### config.mk
export PLATFORM = sky130hd
export DESIGN_NAME = inv_col_parity_decoder
export DESIGN_NICKNAME = d
export VERILOG_FILES = /design/src/rtl/inv_col_parity_decoder_pkg.sv /design/src/rtl/inv_col_parity_decoder_skid_fifo2.sv /design/src/rtl/inv_col_parity_decoder.sv
export SDC_FILE = /design/constraint.sdc
export NUM_CORES = 1
export LEC_CHECK = 0
export CORE_MARGIN = 8
export CORE_UTILIZATION = 58
export CTS_BUF_LIST = sky130_fd_sc_hd__clkbuf_16
export CTS_CLUSTER_SIZE = 25
export DETAILED_ROUTE_END_ITERATION = 8
export GPL_ROUTABILITY_DRIVEN = 0
export PLACE_DENSITY = 0.93
export SLEW_MARGIN = 10
export SYNTH_ARGS = -nofsm -noshare
export SYNTH_HDL_FRONTEND = slang
export SYNTH_SLANG_ARGS = --single-unit
### constraint.sdc
create_clock -name clk -period 2.7 [get_ports clk]
set_input_delay 0.27 -clock clk [delete_from_list [all_inputs] [get_ports clk]]
set_output_delay 0.27 -clock clk [all_outputs]
set_load 0.02 [all_outputs]
### src/rtl/inv_col_parity_decoder_pkg.sv
// Shared lane geometry and helpers for the 5x5 column-parity slice codec.
package inv_col_parity_decoder_pkg;
  localparam int LANES = 25;
  localparam int GRID  = 5;

  typedef logic [LANES-1:0] slice_t;

  typedef enum logic {
    IDLE     = 1'b0,
    IN_FRAME = 1'b1
  } state_t;

  // Source lane feeding decoded lane i; undoes the encoder's (+3,+3) mod 5 shift.
  function automatic int inv_pos(input int i);
    int x;
    int y;
    x = i % GRID;
    y = i / GRID;
    return GRID * ((y + 3) % GRID) + ((x + 3) % GRID);
  endfunction

  function automatic logic [GRID-1:0] col_parity(input slice_t s);
    logic [GRID-1:0] p;
    p = '0;
    for (int x = 0; x < GRID; x++) begin
      for (int y = 0; y < GRID; y++) begin
        p[x] = p[x] ^ s[GRID*y + x];
      end
    end
    return p;
  endfunction
endpackage

### src/rtl/inv_col_parity_decoder_skid_fifo2.sv
// Two-entry FIFO used as a skid buffer; payload width is a parameter.
module skid_fifo2 #(
  parameter int W = 8
) (
  input  logic         clk,
  input  logic         rst_n,
  input  logic         push_i,
  input  logic [W-1:0] data_i,
  input  logic         pop_i,
  output logic         full_o,
  output logic         empty_o,
  output logic [W-1:0] data_o
);
  logic [W-1:0] mem_q [2];
  logic         wptr_q, rptr_q;
  logic [1:0]   cnt_q, cnt_d;
  logic         do_push, do_pop;

  assign do_push = push_i && (cnt_q != 2'd2);
  assign do_pop  = pop_i && (cnt_q != 2'd0);

  always_comb begin
    cnt_d = cnt_q;
    if (do_push && !do_pop) cnt_d = cnt_q + 2'd1;
    else if (!do_push && do_pop) cnt_d = cnt_q - 2'd1;
  end

  always_ff @(posedge clk or negedge rst_n) begin
    if (!rst_n) begin
      mem_q[0] <= '0;
      mem_q[1] <= '0;
      wptr_q   <= 1'b0;
      rptr_q   <= 1'b0;
      cnt_q    <= 2'd0;
    end else begin
      if (do_push) begin
        mem_q[wptr_q] <= data_i;
        wptr_q        <= ~wptr_q;
      end
      if (do_pop) rptr_q <= ~rptr_q;
      cnt_q <= cnt_d;
    end
  end

  assign full_o  = (cnt_q == 2'd2);
  assign empty_o = (cnt_q == 2'd0);
  assign data_o  = mem_q[rptr_q];
endmodule

### src/rtl/inv_col_parity_decoder.sv
// Inverse lane-map decoder with frame slice counting and column-parity accumulation.
module inv_col_parity_decoder
  import inv_col_parity_decoder_pkg::*;
#(
  parameter int SLICES = 64
) (
  input  logic                      clk,
  input  logic                      rst_n,
  input  logic                      in_valid,
  output logic                      in_ready,
  input  logic [LANES-1:0]          in_slice,
  input  logic                      in_last,
  output logic                      out_valid,
  input  logic                      out_ready,
  output logic [LANES-1:0]          out_slice,
  output logic [$clog2(SLICES)-1:0] out_idx,
  output logic                      out_last,
  output logic                      frame_err,
  output logic [GRID-1:0]           col_par
);
  localparam int IW = $clog2(SLICES);
  localparam int PW = LANES + IW + 2 + GRID;

  slice_t          dec;
  state_t          state_q, state_d;
  logic [IW-1:0]   cnt_q, cnt_d;
  logic [GRID-1:0] acc_q, acc_d, par;
  logic            push, pop, full, empty, at_end, closing, ent_err;
  logic [PW-1:0]   wdata, rdata;

  for (genvar i = 0; i < LANES; i++) begin : g_map
    assign dec[i] = in_slice[inv_pos(i)];
  end

  assign push    = in_valid && in_ready;
  assign pop     = out_valid && out_ready;
  assign at_end  = (cnt_q == IW'(SLICES - 1));
  assign closing = in_last || at_end;
  // Early in_last and forced close without in_last are both length errors.
  assign ent_err = in_last ^ at_end;
  assign par     = acc_q ^ col_parity(dec);
  assign wdata   = {dec, cnt_q, closing, ent_err, par};

  always_comb begin
    state_d = state_q;
    cnt_d   = cnt_q;
    acc_d   = acc_q;
    if (push) begin
      if (closing) begin
        state_d = IDLE;
        cnt_d   = '0;
        acc_d   = '0;
      end else begin
        state_d = IN_FRAME;
        cnt_d   = cnt_q + IW'(1);
        acc_d   = par;
      end
    end
  end

  always_ff @(posedge clk or negedge rst_n) begin
    if (!rst_n) begin
      state_q <= IDLE;
      cnt_q   <= '0;
      acc_q   <= '0;
    end else begin
      state_q <= state_d;
      cnt_q   <= cnt_d;
      acc_q   <= acc_d;
    end
  end

  skid_fifo2 #(.W(PW)) u_fifo (
    .clk     (clk),
    .rst_n   (rst_n),
    .push_i  (push),
    .data_i  (wdata),
    .pop_i   (pop),
    .full_o  (full),
    .empty_o (empty),
    .data_o  (rdata)
  );

  assign in_ready  = rst_n && !full;
  assign out_valid = !empty;

  always_comb begin
    out_slice = '0;
    out_idx   = '0;
    out_last  = 1'b0;
    frame_err = 1'b0;
    col_par   = '0;
    if (out_valid) begin
      out_slice = rdata[PW-1 -: LANES];
      out_idx   = rdata[GRID+2 +: IW];
      out_last  = rdata[GRID+1];
      if (rdata[GRID+1]) begin
        frame_err = rdata[GRID];
        col_par   = rdata[GRID-1:0];
      end
    end
  end
endmodule

== Yosys cells after proc, flatten, opt, wreduce, memory -nomap -nowiden ==
Cells that the tools add are included.
Operators by class
  add/subtract/negate cells: 3
  equal/unequal tests: 3
  multipliers: 0
  order comparisons: 3
  shift-type cells: 0
  multiplexer cells: 17
  bitwise operators: 26
  reduce and logical (&&, ||, !) cells: 16
  divide/modulo/power cells: 0
Operators with widths (number)
  $mux 38: 4
  $bwmux 76: 1
  $demux 38 s1: 1
  $mux 25: 1
  $xor 1x1->1: 21
  $mux 5: 3
  $mux 6: 2
  $logic_and 1x1->1: 8
  $add 6x1->6 const B: 1
  $eq 6x6->1 const B: 1
  $xor 5x5->5: 1
  $ge 2x2->1 const B: 2
  $logic_not 1->1: 4
  $mux 2: 2
  $not 1->2: 2
  $reduce_bool 2->1: 2
  $mux 1: 3
  $add 2x1->2 const B: 1
  $eq 2x2->1 const B: 1
  $logic_not 2->1: 1
  $lt 2x1->1 const B: 1
  $ne 2x2->1 const B: 1
  $not 1->1: 2
  $sub 2x1->2 const B: 1
  $logic_or 1x1->1: 1
Storage, ports and cells
  input port bits: 30
  memory bits (read-only): 0
  bits in latches: 0
  register bits: 91
  memories kept: 0
  output and inout port bits: 40
  logic and storage cells: 75
  memory bits (writable): 0

== Longest topological paths before layout ==
  depth after elaboration: 9
  depth in mapped cells: 9
  depth with buffers taken out: 7

== Hierarchy ==
Synthesis repeated with hierarchy kept, for this count alone.
Unflattened totals
  cell total of the unflattened synthesis: 351
  area, all modules: 4728.3 µm²
Modules (own cells, without submodules)
  skid_fifo2: seq. area each 2001.9 µm², times used 1, cells an instance 220, area an instance 3589.7 µm²
  inv_col_parity_decoder: seq. area each 275.3 µm², times used 1, cells an instance 131, area an instance 1138.6 µm²

== Least setup slack after synthesis ==
No wires, ideal clock.
  kind: reg-to-reg
  start point: register u_fifo.cnt_q[1]
  end point: register u_fifo.cnt_q[1]
  setup time: 0.125 ns
  setup slack: 1.013 ns
  period minus slack after synthesis: 1.687 ns
  buffers on the path: 1
  required time: 2.575 ns
  cell stages (with the launch flop): 9
  data arrival time: 1.561 ns
  path through: dfrtp_1 nor2b_1 or2_2 buf_2 inv_1 ha_1 xor2_1 nor2_1 xor2_1
Between the ends
  word-level cells in the longest chain between the ends: 8
  elaborated cells between the ends (all ways): 20
Ends and longest elaborated chain
  from (decl): RTL line inv_col_parity_decoder_skid_fifo2.sv:16  | logic [1:0] cnt_q, cnt_d;
  from (signal assigned): RTL line inv_col_parity_decoder_skid_fifo2.sv:41  | cnt_q <= cnt_d;
  $eq 2x2->1: RTL line inv_col_parity_decoder_skid_fifo2.sv:45  | assign full_o = (cnt_q == 2'd2);
  $logic_not 1->1: RTL line inv_col_parity_decoder.sv:84  | assign in_ready = rst_n && !full;
  $logic_and 1x1->1: RTL line inv_col_parity_decoder.sv:84
  $logic_and 1x1->1: RTL line inv_col_parity_decoder.sv:35  | assign push = in_valid && in_ready;
  $logic_and 1x1->1 *: RTL line inv_col_parity_decoder_skid_fifo2.sv:19  | assign do_push = push_i && (cnt_q != 2'd2);
  via u_fifo.do_push: RTL line inv_col_parity_decoder_skid_fifo2.sv:17  | logic do_push, do_pop;
  $logic_not 1->1: RTL line inv_col_parity_decoder_skid_fifo2.sv:25  | else if (!do_push && do_pop) cnt_d = cnt_q - 2'd1;
  $logic_and 1x1->1: RTL line inv_col_parity_decoder_skid_fifo2.sv:25
  $reduce_bool 2->1 (no source line)
Mark *: on every way through the listed nets, which the timed path passes. The rest lies on a longest branch. The select of a mux whose other input is x is not followed.
A chain may end at the register's enable or synchronous reset.

== Final worst setup path ==
  start point: register u_fifo.cnt_q[1]
  end point: output out_slice[24]
Between the ends
  word-level cells in the longest chain between the ends: 2
Ends and longest elaborated chain
  $logic_not 2->1: RTL line inv_col_parity_decoder_skid_fifo2.sv:46  | assign empty_o = (cnt_q == 2'd0);
  $mux 25: RTL line inv_col_parity_decoder.sv:93  | if (out_valid) begin
  to (decl): RTL line inv_col_parity_decoder.sv:15  | output logic [LANES-1:0] out_slice,
Every way passes these cells.

==> summary.txt <==
Outcome
  • Status: finished, final reports clean

Clock network
  • Worst skew pair latency: 0.33 ns
  • Num CTS Buffers: 9
  • H-tree Lvls: 3
  • CTS sink count: a little over 90
  • TritonCTS clock tree: built
  • CTS max path bufs: 2
  • Hold Buf Count CTS: 1
  • PostCTS Resize Cnt: 0
  • Setup repair bufs after CTS: 0
  • Root buf cell: clkbuf_16
  • Clk slew on worst S/H paths: roughly 0.060 ns

Drt
  • ANT nets after route: 0
  • Final wirelength: 10,200 µm
  • Avg WL per Cell: 19.5 µm
  • Via count: 2,952
  • Drt drc: 0
  • Drt pass-1 iters: 4
  • Initial drt markers: 118
  • Via/cell ratio: 5.66

Worst setup path
  • Req. time, crit path: about 2.4 ns
  • Crit end category: output port
  • CP startpoint kind: flop
  • CP Class: flop to output port
  • Worst Path Arrival: 2.08 ns
  • CP max FO: 28

Global routing
  • Largest net degree at the start of global routing: 79
  • Total Routing Usage GR: just under 20%
  • First-pass GRT wire length: 17,000 µm
  • Vias in the first global route: 3,277
  • GR Overflow Total: 0
  • Antenna violations before repair: 0

Power
  • Max VDD drop: 0.708 mV
  • Leakage Power: 2.52 nW
  • Power per Cell Area: 1290 nW/µm²

Logic synthesis
  • Syn Inst Count: 349
  • Main synth FF type: dfrtp_1
  • Adder and majority gate portion of the synthesized area: 0.845%
  • Synth cell types: 30
  • Post-Synth Simple-Gate Area: a little under 8%
  • Asr flop ratio synth: 100%
  • Sequential element share of the synthesized area: 51.2%
  • FF+latch count, synth: 91
  • Post-Synth XOR/XNOR Area: ~6.3%
  • Mapped cell area: 4440 µm²
  • Syn nets: 382
  • Largest family of logic cells by synthesized area: multiplexers
  • Compound-cell area share of the yosys netlist: 2.42%
  • Post-synthesis mux area share: 28.2%
  • Synthesis warning total: 0
  • Post-synthesis area per instance: 12.7 µm²
  • Post-synth EDFFs: 0

Floorplan
  • Horiz. Die Dim: 104 µm
  • Row count: 32
  • Core Box Area: 7570 µm²
  • IO Count: 70
  • Starting Density: 58.7%
  • Die span in y: 104 µm
  • Die footprint: 10,700 µm²

STA
  • Max Slew Vio Count: 0
  • Final setup fails: 0
  • Final Hold Vio Count: 0
  • Highest Clock Rate: roughly 0.43 GHz
  • Clk_skew: between 0.003 and 0.004 ns
  • Headroom to the max-slew limit: 36.3%
  • Final Cycle Share: between 80% and 90%
  • Final critical-path required period: 2.35 ns
  • Worst-margin pin slew: 0.955 ns
  • Final Worst Setup Slack: 0.352 ns
  • RSZ-0062 raised after global routing: no
  • Total negative setup slack: 0 ns

Finish
  • Commonest non-fill, non-tap cell in the layout: dfrtp_1
  • Final nets: 449
  • Final core occ: 72.4%
  • Area Growth Syn to Fin: 23.2%
  • Fin cells: around 520
  • Most frequent cells in the layout: dfrtp_1 (90), clkdlybuf4s50_1 (68), mux2_2 (67)
  • Fraction of layout cells with a size suffix above 1: a little under a quarter
  • ANT cells: 0

Place
  • Port buffer count: ~70
  • Placed cell count: approximately 510
  • Place WS: 0.581 ns
  • HPWL Detailed: 6850 µm

Worst hold path
  • Hold Path Class: primary input to asynchronous set/reset pin

Job
  • Max cap viols: 0
-- power by group --
part	internal [mW]	switching [mW]
combinational	1.75	1.67
clock	0.704	0.505
sequential	2.01	0.423
total	4.47	2.60
-- routing by layer --
metal	GRT usage [%]	wire, µm	vias up
met1	23.2	4340	1491
met4	6.40	204	0
met2	33.7	5110	95
met5	0	0	-
li1	-	-	1346
met3	5.14	518	20
-- layout make-up --
| type | instances | area, µm² |
|---|---|---|
| Clock inverter | 6 | 57.6 |
| Inverter | 5 | 18.8 |
| Fill cell | 506 | 2090 |
| Tap cell | 102 | 128 |
| Clock buffer | 9 | 225 |
| Timing Repair Buffer | 75 | 736 |
| Sequential cell | 91 | 2280 |
| Multi-Input combinational cell | 234 | 2030 |
-- flip-flops by register name, indices dropped and copies added (netlist names) --
| name | flops |
|---|---|
| acc_q | 5 |
| cnt_q | 6 |
| u_fifo.cnt_q | 2 |
| u_fifo.mem_q | 76 |
| u_fifo.rptr_q | 1 |
| u_fifo.wptr_q | 1 |
-- cell usage after synthesis (2+ instances only) --
library cell	number	area, µm²
mux2_4	8	120
ha_1	3	37.5
o21ai_0	6	30.0
clkbuf_1	6	22.5
buf_2	7	35.0
nand3_1	4	20.0
inv_1	5	18.8
xnor3_1	5	113
xnor2_1	17	149
nor4_1	5	31.3
mux2i_1	38	380
a211o_1	5	43.8
o31ai_1	3	22.5
and3_1	7	43.8
nand2_1	14	52.6
mux2_2	67	754
nor2b_1	2	12.5
nor2_1	40	150
xor2_1	2	17.5
dfrtp_1	91	2280
buf_6	5	56.3
-- path summary, 6_finish.rpt --
kind	start	endpoint	slack (ns)	cells after the start
setup reg to reg	cnt_q[3]	acc_q[4]	0.58	6
max in group asynchronous	rst_n	u_fifo.mem_q[39]	1.15	3
min in group clk	u_fifo.mem_q[44]	u_fifo.mem_q[44]	0.50	2
hold / removal	rst_n	u_fifo.mem_q[9]	0.36	2
hold reg to reg	u_fifo.mem_q[44]	u_fifo.mem_q[44]	0.50	2
setup / recovery	u_fifo.cnt_q[1]	out_slice[24]	0.35	4
-- logic make-up after synthesis --
family	Yosys count
multiplexers	113
flip-flops	91
AO/OA/AOI/OAI	16
buffers and inverters	24
AND/OR/NAND/NOR	78
XOR/XNOR	24
adder cells (fa/ha/maj)	3
-- stage by stage --
step	area (µm²)	total power, mW	hold slack, ns
global placement	5180	5.72	0.137
global route	5480	7.46	0.387
CTS	5480	7.10	0.361
floorplan	4440	4.54	-0.0256
detailed placement	5180	5.87	0.139
finish	5480	7.06	0.360
-- worst max-delay path: stages, from the launching register on --
cell,delay (ns)
dfrtp_1,0.42
nor2_2,0.25
buf_4,0.37
nor2_1,0.13
clkdlybuf4s50_1,0.56
No activity file was read; power rests on OpenSTA's default activity.
